[src/rtl/pipeline_hazard_controller_pkg.sv]
// Shared pipeline definitions: hazard FSM states, register-zero constant and
// the default multiply/divide stall length.
package pipeline_hazard_controller_pkg;

  typedef enum logic [1:0] {
    IDLE     = 2'd0,
    MDU_WAIT = 2'd1,
    RELEASE  = 2'd2
  } hz_state_t;

  localparam logic [4:0] REG_ZERO = 5'd0;
  localparam int MDU_CYCLES_DEFAULT = 32;

endpackage

[src/rtl/pipeline_hazard_controller_sat_counter.sv]
// Saturating event counter: counts cycles with inc=1 and holds at all-ones.
module sat_counter #(
  parameter int CNT_W = 32
) (
  input  logic             clock,
  input  logic             reset,
  input  logic             inc,
  output logic [CNT_W-1:0] value
);

  logic [CNT_W-1:0] value_r;

  // Count events, sticking at the maximum rather than wrapping.
  always_ff @(posedge clock) begin
    if (reset) begin
      value_r <= {CNT_W{1'b0}};
    end else if (inc && (value_r != {CNT_W{1'b1}})) begin
      value_r <= value_r + CNT_W'(1);
    end else begin
      value_r <= value_r;
    end
  end

  assign value = value_r;

endmodule

[src/rtl/pipeline_hazard_controller.sv]
// Load-use / multiply-divide stall controller with branch flush gating and
// saturating stall and flush performance counters.
module pipeline_hazard_controller
  import pipeline_hazard_controller_pkg::*;
#(
  parameter int MDU_CYCLES = MDU_CYCLES_DEFAULT,
  parameter int CNT_W      = 32
) (
  input  logic             clock,
  input  logic             reset,
  input  logic [4:0]       id_rs,
  input  logic [4:0]       id_rt,
  input  logic             id_uses_rs,
  input  logic             id_uses_rt,
  input  logic             id_is_mdu,
  input  logic             ex_is_load,
  input  logic [4:0]       ex_rd,
  input  logic             branch_taken,
  output logic             pause,
  output logic             branch_signal,
  output logic             idex_bubble,
  output logic             mdu_start,
  output logic             mdu_busy,
  output logic [CNT_W-1:0] stall_cycles,
  output logic [CNT_W-1:0] flush_count
);

  localparam int CW = $clog2(MDU_CYCLES) + 1;
  localparam logic [CW-1:0] CNT_LOAD = CW'(MDU_CYCLES - 1);
  localparam logic [CW-1:0] CNT_ONE  = CW'(1);

  hz_state_t     state_r;
  logic [CW-1:0] cnt_r;
  logic          mdu_busy_r;
  logic          load_hz_s;
  logic          pause_s;
  logic          start_s;
  logic          branch_s;

  assign load_hz_s = ex_is_load & (ex_rd != REG_ZERO) &
                     ((id_uses_rs & (id_rs == ex_rd)) | (id_uses_rt & (id_rt == ex_rd)));

  // Zero-latency stall and issue decode; a load-use hazard wins over MDU issue.
  always_comb begin
    pause_s = 1'b0;
    start_s = 1'b0;
    if (reset) begin
      pause_s = 1'b0;
      start_s = 1'b0;
    end else begin
      case (state_r)
        IDLE: begin
          if (load_hz_s) begin
            pause_s = 1'b1;
          end else if (id_is_mdu) begin
            pause_s = 1'b1;
            start_s = 1'b1;
          end else begin
            pause_s = 1'b0;
          end
        end
        MDU_WAIT: pause_s = 1'b1;
        RELEASE:  pause_s = 1'b0;
        default:  pause_s = 1'b0;
      endcase
    end
  end

  // A flush is only honoured on an unstalled cycle.
  always_comb begin
    if (reset) begin
      branch_s = 1'b0;
    end else begin
      branch_s = branch_taken & ~pause_s;
    end
  end

  // Stall sequencer; RELEASE gives the held mult/div one cycle to leave ID.
  always_ff @(posedge clock) begin
    if (reset) begin
      state_r    <= IDLE;
      cnt_r      <= {CW{1'b0}};
      mdu_busy_r <= 1'b0;
    end else begin
      case (state_r)
        IDLE: begin
          if (start_s) begin
            state_r    <= MDU_WAIT;
            cnt_r      <= CNT_LOAD;
            mdu_busy_r <= 1'b1;
          end else begin
            state_r    <= IDLE;
            mdu_busy_r <= 1'b0;
          end
        end
        MDU_WAIT: begin
          cnt_r <= cnt_r - CNT_ONE;
          if (cnt_r == CNT_ONE) begin
            state_r    <= RELEASE;
            mdu_busy_r <= 1'b0;
          end else begin
            state_r    <= MDU_WAIT;
            mdu_busy_r <= 1'b1;
          end
        end
        RELEASE: begin
          state_r    <= IDLE;
          mdu_busy_r <= 1'b0;
        end
        default: begin
          state_r    <= IDLE;
          cnt_r      <= {CW{1'b0}};
          mdu_busy_r <= 1'b0;
        end
      endcase
    end
  end

  sat_counter #(.CNT_W(CNT_W)) u_stall_cnt (
    .clock (clock),
    .reset (reset),
    .inc   (pause_s),
    .value (stall_cycles)
  );

  sat_counter #(.CNT_W(CNT_W)) u_flush_cnt (
    .clock (clock),
    .reset (reset),
    .inc   (branch_s),
    .value (flush_count)
  );

  assign pause         = pause_s;
  assign idex_bubble   = pause_s;
  assign mdu_start     = start_s;
  assign branch_signal = branch_s;
  assign mdu_busy      = mdu_busy_r;

endmodule

[config.mk]
export PLATFORM = sky130hd
export DESIGN_NAME = pipeline_hazard_controller
export DESIGN_NICKNAME = d
export VERILOG_FILES = /design/src/rtl/pipeline_hazard_controller_pkg.sv /design/src/rtl/pipeline_hazard_controller_sat_counter.sv /design/src/rtl/pipeline_hazard_controller.sv
export SDC_FILE = /design/constraint.sdc
export NUM_CORES = 1
export LEC_CHECK = 0
export BUFFER_PORTS_ARGS = -buffer_cell sky130_fd_sc_hd__buf_4
export CORE_MARGIN = 2
export CORE_UTILIZATION = 42
export CTS_BUF_LIST = sky130_fd_sc_hd__clkbuf_4 sky130_fd_sc_hd__clkbuf_8
export DETAILED_ROUTE_END_ITERATION = 8
export PLACE_DENSITY_LB_ADDON = 0.2
export REMOVE_ABC_BUFFERS = 1
export SETUP_SLACK_MARGIN = 0.3
export SLEW_MARGIN = 20
export SYNTH_ARGS = -nofsm -noshare
export SYNTH_HDL_FRONTEND = slang
export SYNTH_HIERARCHICAL = 1
export SYNTH_SLANG_ARGS = --single-unit
[constraint.sdc]
create_clock -name clock -period 4.05 [get_ports clock]
set_input_delay 0.6075 -clock clock [delete_from_list [all_inputs] [get_ports clock]]
set_output_delay 0.6075 -clock clock [all_outputs]
set_load 0.1 [all_outputs]
* Word level (Yosys, flattened, before mapping) *
Cells that the tools add are included.

cells by class
  $add $sub $neg = 3
  $mul = 0
  div/mod/pow operators = 0
  order comparisons = 0
  equality and inequality tests = 8
  shifts and indexed selects = 0
  mux-type cells = 16
  bitwise gates (word level) = 8
  reductions and logical operators = 5

operator list
  kind                                                                    count
  32-bit by 1-bit adder with 32-bit output (second input constant)        2
  32-bit inequality test (second input constant)                          2
  6-bit one-hot mux with 3 select lines                                   1
  5-bit equality test                                                     2
  1-bit two-way mux                                                       10
  6-bit by 1-bit equality test with 1-bit output (second input constant)  1
  6-bit two-way mux                                                       1
  6-bit by 1-bit subtractor with 6-bit output (second input constant)     1
  1-bit bitwise AND                                                       5
  5-bit nonzero test                                                      1
  1-bit one-hot mux with 2 select lines                                   2
  2-bit one-hot mux with 2 select lines                                   1
  2-bit by 1-bit equality test with 1-bit output (second input constant)  1
  2-bit equality test (second input constant)                             1
  1-bit logical AND                                                       2
  2-bit zero test                                                         1
  2-bit two-way mux                                                       1
  2-bit inequality test (second input constant)                           1
  1-bit inverter                                                          2
  2-bit AND reduction                                                     1
  1-bit OR                                                                1

storage, ports and cells
  register bits after elaboration = 73
  latch bits = 0
  bits in writable memories = 0
  ROM bits = 0
  memories kept = 0

* Logic depth before layout (Yosys ltp) *
  word-level depth = 11
  depth in mapped cells = 9
  depth with buffers taken out = 9

* Hierarchy *
Netlist, hierarchy kept.

modules (own cells, without submodules)
  module                      instances  cells an instance  area each (µm²)
  sat_counter                 2          199                1,674.1
  pipeline_hazard_controller  1          97                 735.7

* Least setup slack after synthesis *
No wires, ideal clock.

  path kind = input port to flip-flop
  start point = input port ex_rd[1]
  end point = register u_flush_cnt.value_r[31] (netlist: u_flush_cnt/value[31])
  library setup time = 0.121 ns
  arrival = 4.939 ns
  data required time = 3.929 ns
  path slack = -1.009 ns
  stages on the path = 9
  buffers on the path = 0
  cell sequence = or4_4 -> o21ai_4 -> nor2_1 -> a21oi_1 -> nand4_1 -> nor4_2 -> nand4_1 -> nor4_1 -> mux2_2

between the ends
  cells in the longest elaborated chain, start to end = 11

ends and longest elaborated chain
  item                                       RTL line                                      source
  from (decl)                                pipeline_hazard_controller.sv:17              input logic [4:0] ex_rd,
  5-bit equality test                        pipeline_hazard_controller.sv:41              ((id_uses_rs & (id_rs == ex_rd)) | (id_uses_rt & (id_rt == ex_rd)));
  1-bit bitwise AND                          pipeline_hazard_controller.sv:41
  1-bit OR                                   pipeline_hazard_controller.sv:41
  1-bit bitwise AND (*)                      pipeline_hazard_controller.sv:40              assign load_hz_s = ex_is_load & (ex_rd != REG_ZERO) &
  1-bit two-way mux (*)                      pipeline_hazard_controller.sv:53              if (load_hz_s) begin
  1-bit one-hot mux with 2 select lines (*)  pipeline_hazard_controller.sv:51              case (state_r)
  1-bit two-way mux (*)                      pipeline_hazard_controller.sv:47              if (reset) begin
  1-bit inverter (*)                         pipeline_hazard_controller.sv:74              branch_s = branch_taken & ~pause_s;
  1-bit bitwise AND (*)                      pipeline_hazard_controller.sv:74
  1-bit two-way mux (*)                      pipeline_hazard_controller.sv:71              if (reset) begin
  via branch_signal                          pipeline_hazard_controller.sv:20              output logic branch_signal,
  1-bit logical AND (*)                      pipeline_hazard_controller_sat_counter.sv:17  end else if (inc && (value_r != {CNT_W{1'b1}})) begin
  to (signal assigned)                       pipeline_hazard_controller_sat_counter.sv:16  value_r <= {CNT_W{1'b0}};
  to (signal assigned)                       pipeline_hazard_controller_sat_counter.sv:18  value_r <= value_r + CNT_W'(1);
  to (signal assigned)                       pipeline_hazard_controller_sat_counter.sv:20  value_r <= value_r;
  to (decl)                                  pipeline_hazard_controller_sat_counter.sv:11  logic [CNT_W-1:0] value_r;

Mark *: on every way through the listed nets, which the timed path passes. The rest lies on a longest branch.
A chain may end at the register's enable or synchronous reset.

* Final worst setup path *
  start point = input port ex_rd[1]
  end point = register u_flush_cnt.value_r[31] (netlist: u_flush_cnt/value[31])

between the ends
  cells in the longest elaborated chain, start to end = 11

ends and longest elaborated chain
  item                                       RTL line
  5-bit equality test                        pipeline_hazard_controller.sv:41
  1-bit bitwise AND                          pipeline_hazard_controller.sv:41
  1-bit OR                                   pipeline_hazard_controller.sv:41
  1-bit bitwise AND (*)                      pipeline_hazard_controller.sv:40
  1-bit two-way mux (*)                      pipeline_hazard_controller.sv:53
  1-bit one-hot mux with 2 select lines (*)  pipeline_hazard_controller.sv:51
  1-bit two-way mux (*)                      pipeline_hazard_controller.sv:47
  1-bit inverter (*)                         pipeline_hazard_controller.sv:74
  1-bit bitwise AND (*)                      pipeline_hazard_controller.sv:74
  1-bit two-way mux (*)                      pipeline_hazard_controller.sv:71
  1-bit logical AND (*)                      pipeline_hazard_controller_sat_counter.sv:17

Mark *: on every way between the ends. The rest lies on a longest branch, timed or not.

==> impl_metrics.ini <==
[job]
max_cap_violations = 0

[global_route]
grt_max_degree = 42
grt_pass1_vias = 3766
grt.total_usage = 0.207
grt_pass1_wl_um = 17600
grt.overflow.total = 0
antenna_found_initial = 0

[sta]
post-route-min-period_ps = 3150
fin_skew_ps = 17.1
finalWorstSetupSlack_ps = 897
fmax_mhz = 317
setup_viol = 0
fin_tns_setup_ps = 0
relSlewSlack = 0.517
drv_slew = 0
post-route-period-util = 0.778
timing_hold_violations_final = 0
rsz0062_at_grt = no
worst_slew_pin_slew_ps = 718

[final_layout]
num-nets-final = 606
final_cells = 714
n_antenna_cell = 0
area_growth_pct = 24.8
drive_gt1_frac = 0.238

[placed_design]
place_congestion = 0.818
dp_cells = 698
preCtsSetupSlack_ps = 508
io_buffers = 90
dp_hpwl_um = 7710

[synthesis]
avgSynthCellArea_um2 = 8.25
synth.most_common_cell = dfxtp_1
yosysTopAreaCell = dfxtp_1
ys_top_cells_by_area = dfxtp_1 (35%), a21oi_1 (6.0%), xnor2_1 (4.7%)
yosys_warnings = 6
ys_types = 50
ys_top_cells_by_count = dfxtp_1 (72), a21oi_1 (49), nand3_1 (32), nor2_1 (32), nand2_1 (30)
seq_area_frac_synth = 0.353
synth-seq-cells = 72
syn_inst = 495
yosys_most_used_dff = dfxtp_1
synth_top_cell_area_share = 0.353
synth-async-reset-ratio = 0
synth-edff-count = 0
netlist_area_mm2 = 0.00408

[detailed_routing]
viasPerCell = 5.84
totalWireLength_um = 10700
ant_nets = 0
wl_per_cell_um = 15.0
vias = 4171
drtIter0Drc = 167
dr.pass1.iters = 5
drc = 0

[floorplanning]
initial_core_util = 0.438
die_w_um = 103
rows = 35
pin_count = 91
die_area_mm2 = 0.0105
die_h_um = 103
core_area_mm2 = 0.00933

[clock_tree]
cts_root_buf = clkbuf_8
cts.path.max_buffers = 2
clock_sinks = 72
cts_post_setup_buffers_inserted = 0
path_clk_slew_ps = 80
htreeDepth = 3
clkLatencyLatePin_ps = 350
cts_resized = 0
cts_hold_buf = 0
cts_made_buffers = 9
cts_tree = done

[power]
power.switching_mw = 0.487
power.density_mw_per_mm2 = 316
leakage_nw = 1.78
sequentialPowerShare = 0.476
clkPwrFrac = 0.359
vdd_drop_max_mv = 0.320
internal_power_mw = 1.12
combPwrFrac = 0.165
p_sw_frac = 0.303

[setup_path]
worst-path-max-fanout = 7
crit_arrival_ps = 3390
cp-start-kind = input port
reg2reg_slack_ps = 980
crit_end = u_flush_cnt/value[31]
worstSetupEndpointType = flop
ff2ff_path_depth = 8
r2r-start = state_r[0]
cp.required_ps = 4290
crit_start = ex_rd[1]
path_class = input port to flop
r2r-end = u_stall_cnt/value[31]

[min_path]
hold_path.class = flop to flop

[status]
status = finished, final reports clean
how the worst min path moves through the flow:
stage,depth (start not counted),end,start,slack (ps)
after floorplan,2,cnt_r[4],cnt_r[4],510
after global placement,2,u_stall_cnt/value[23],u_stall_cnt/value[23],480
after detailed placement,2,u_flush_cnt/value[15],u_flush_cnt/value[15],490
after CTS,2,u_flush_cnt/value[15],u_flush_cnt/value[15],500
after global routing,2,u_flush_cnt/value[23],u_flush_cnt/value[23],540
final,2,u_flush_cnt/value[15],u_flush_cnt/value[15],510
routing by layer:
metal  vias up  wire length (µm)  track usage
met3        19               541       0.0420
met1      1970              4840        0.265
li1       2064                 -            -
met4         0               250       0.0769
met2       118              5060        0.343
met5         -                 0            0
flip-flops by register name, indices dropped and copies added (netlist names):
register	count
u_flush_cnt/value	32
u_stall_cnt/value	32
cnt_r	6
state_r	2
worst max-delay path, stage by stage:
cell and delay, ps:
buf_4 130, or4_4 540, o21ai_4 260, nor2_1 70, a21oi_1 210, nand4_1 200, nor4_2 570, nand4_1 160
nor4_1 280, mux2_2 370
metrics by stage:
| step | power [mW] | cell area [µm²] | util | hold WS, ps |
|---|---|---|---|---|
| after floorplan | 0.963 | 3970 | - | 513 |
| after global placement | 1.04 | 4900 | 0.526 | 479 |
| after detailed placement | 1.05 | 4900 | 0.526 | 493 |
| after CTS | 1.62 | 5100 | 0.547 | 505 |
| after global routing | 1.68 | 5100 | 0.547 | 541 |
| final | 1.61 | 5100 | 0.547 | 509 |
layout make-up:
type	count	area (µm²)
Tap cell	129	161
Clock inverter	5	56.3
Fill cell	914	4230
Clock buffer	11	139
Timing Repair Buffer	101	758
Inverter	9	33.8
Sequential cell	72	1440
Multi-Input combinational cell	387	2510
power groups by stage:
stage          Sequential (mW)  Combinational (mW)  Clock (mW)
2_1_floorplan            0.818               0.145           0
3_5_place_dp             0.782               0.264           0
5_1_grt                  0.772               0.287       0.624
6_report                 0.767               0.265       0.578
3_3_place_gp             0.781               0.260           0
4_1_cts                  0.766               0.265       0.591
cells by family after synthesis:
group                    count (synthesis)  share of synthesized area
buffers and inverters                   36                     0.0358
flip-flops                              72                      0.353
AND/OR/NAND/NOR                        226                      0.322
adder cells (fa/ha/maj)                  4                     0.0123
AO/OA/AOI/OAI                          125                      0.204
multiplexers                             8                     0.0208
XOR/XNOR                                24                     0.0515
placed cells by master, fill, tap and decap left out, types with 3 or more instances in the layout:
cell and n:
or3_1 21, mux2i_1 4, nor3_1 8, nor4_2 4, o31ai_1 24, xnor2_1 22
ha_1 4, nor2_1 32, nand2_1 30, and3_1 8, nand2b_1 7, a211oi_1 3
nor4_1 6, o211ai_1 7, a2111oi_0 4, nor3b_1 6, and4_1 8, buf_4 101
dfxtp_1 72, a21oi_1 49, nand3_1 32, clkbuf_8 9, nand4_1 22, inv_1 8
o21ai_0 19, nor2b_1 5, or4_1 24, a21o_1 4
Power figures use the tool's default switching activity.
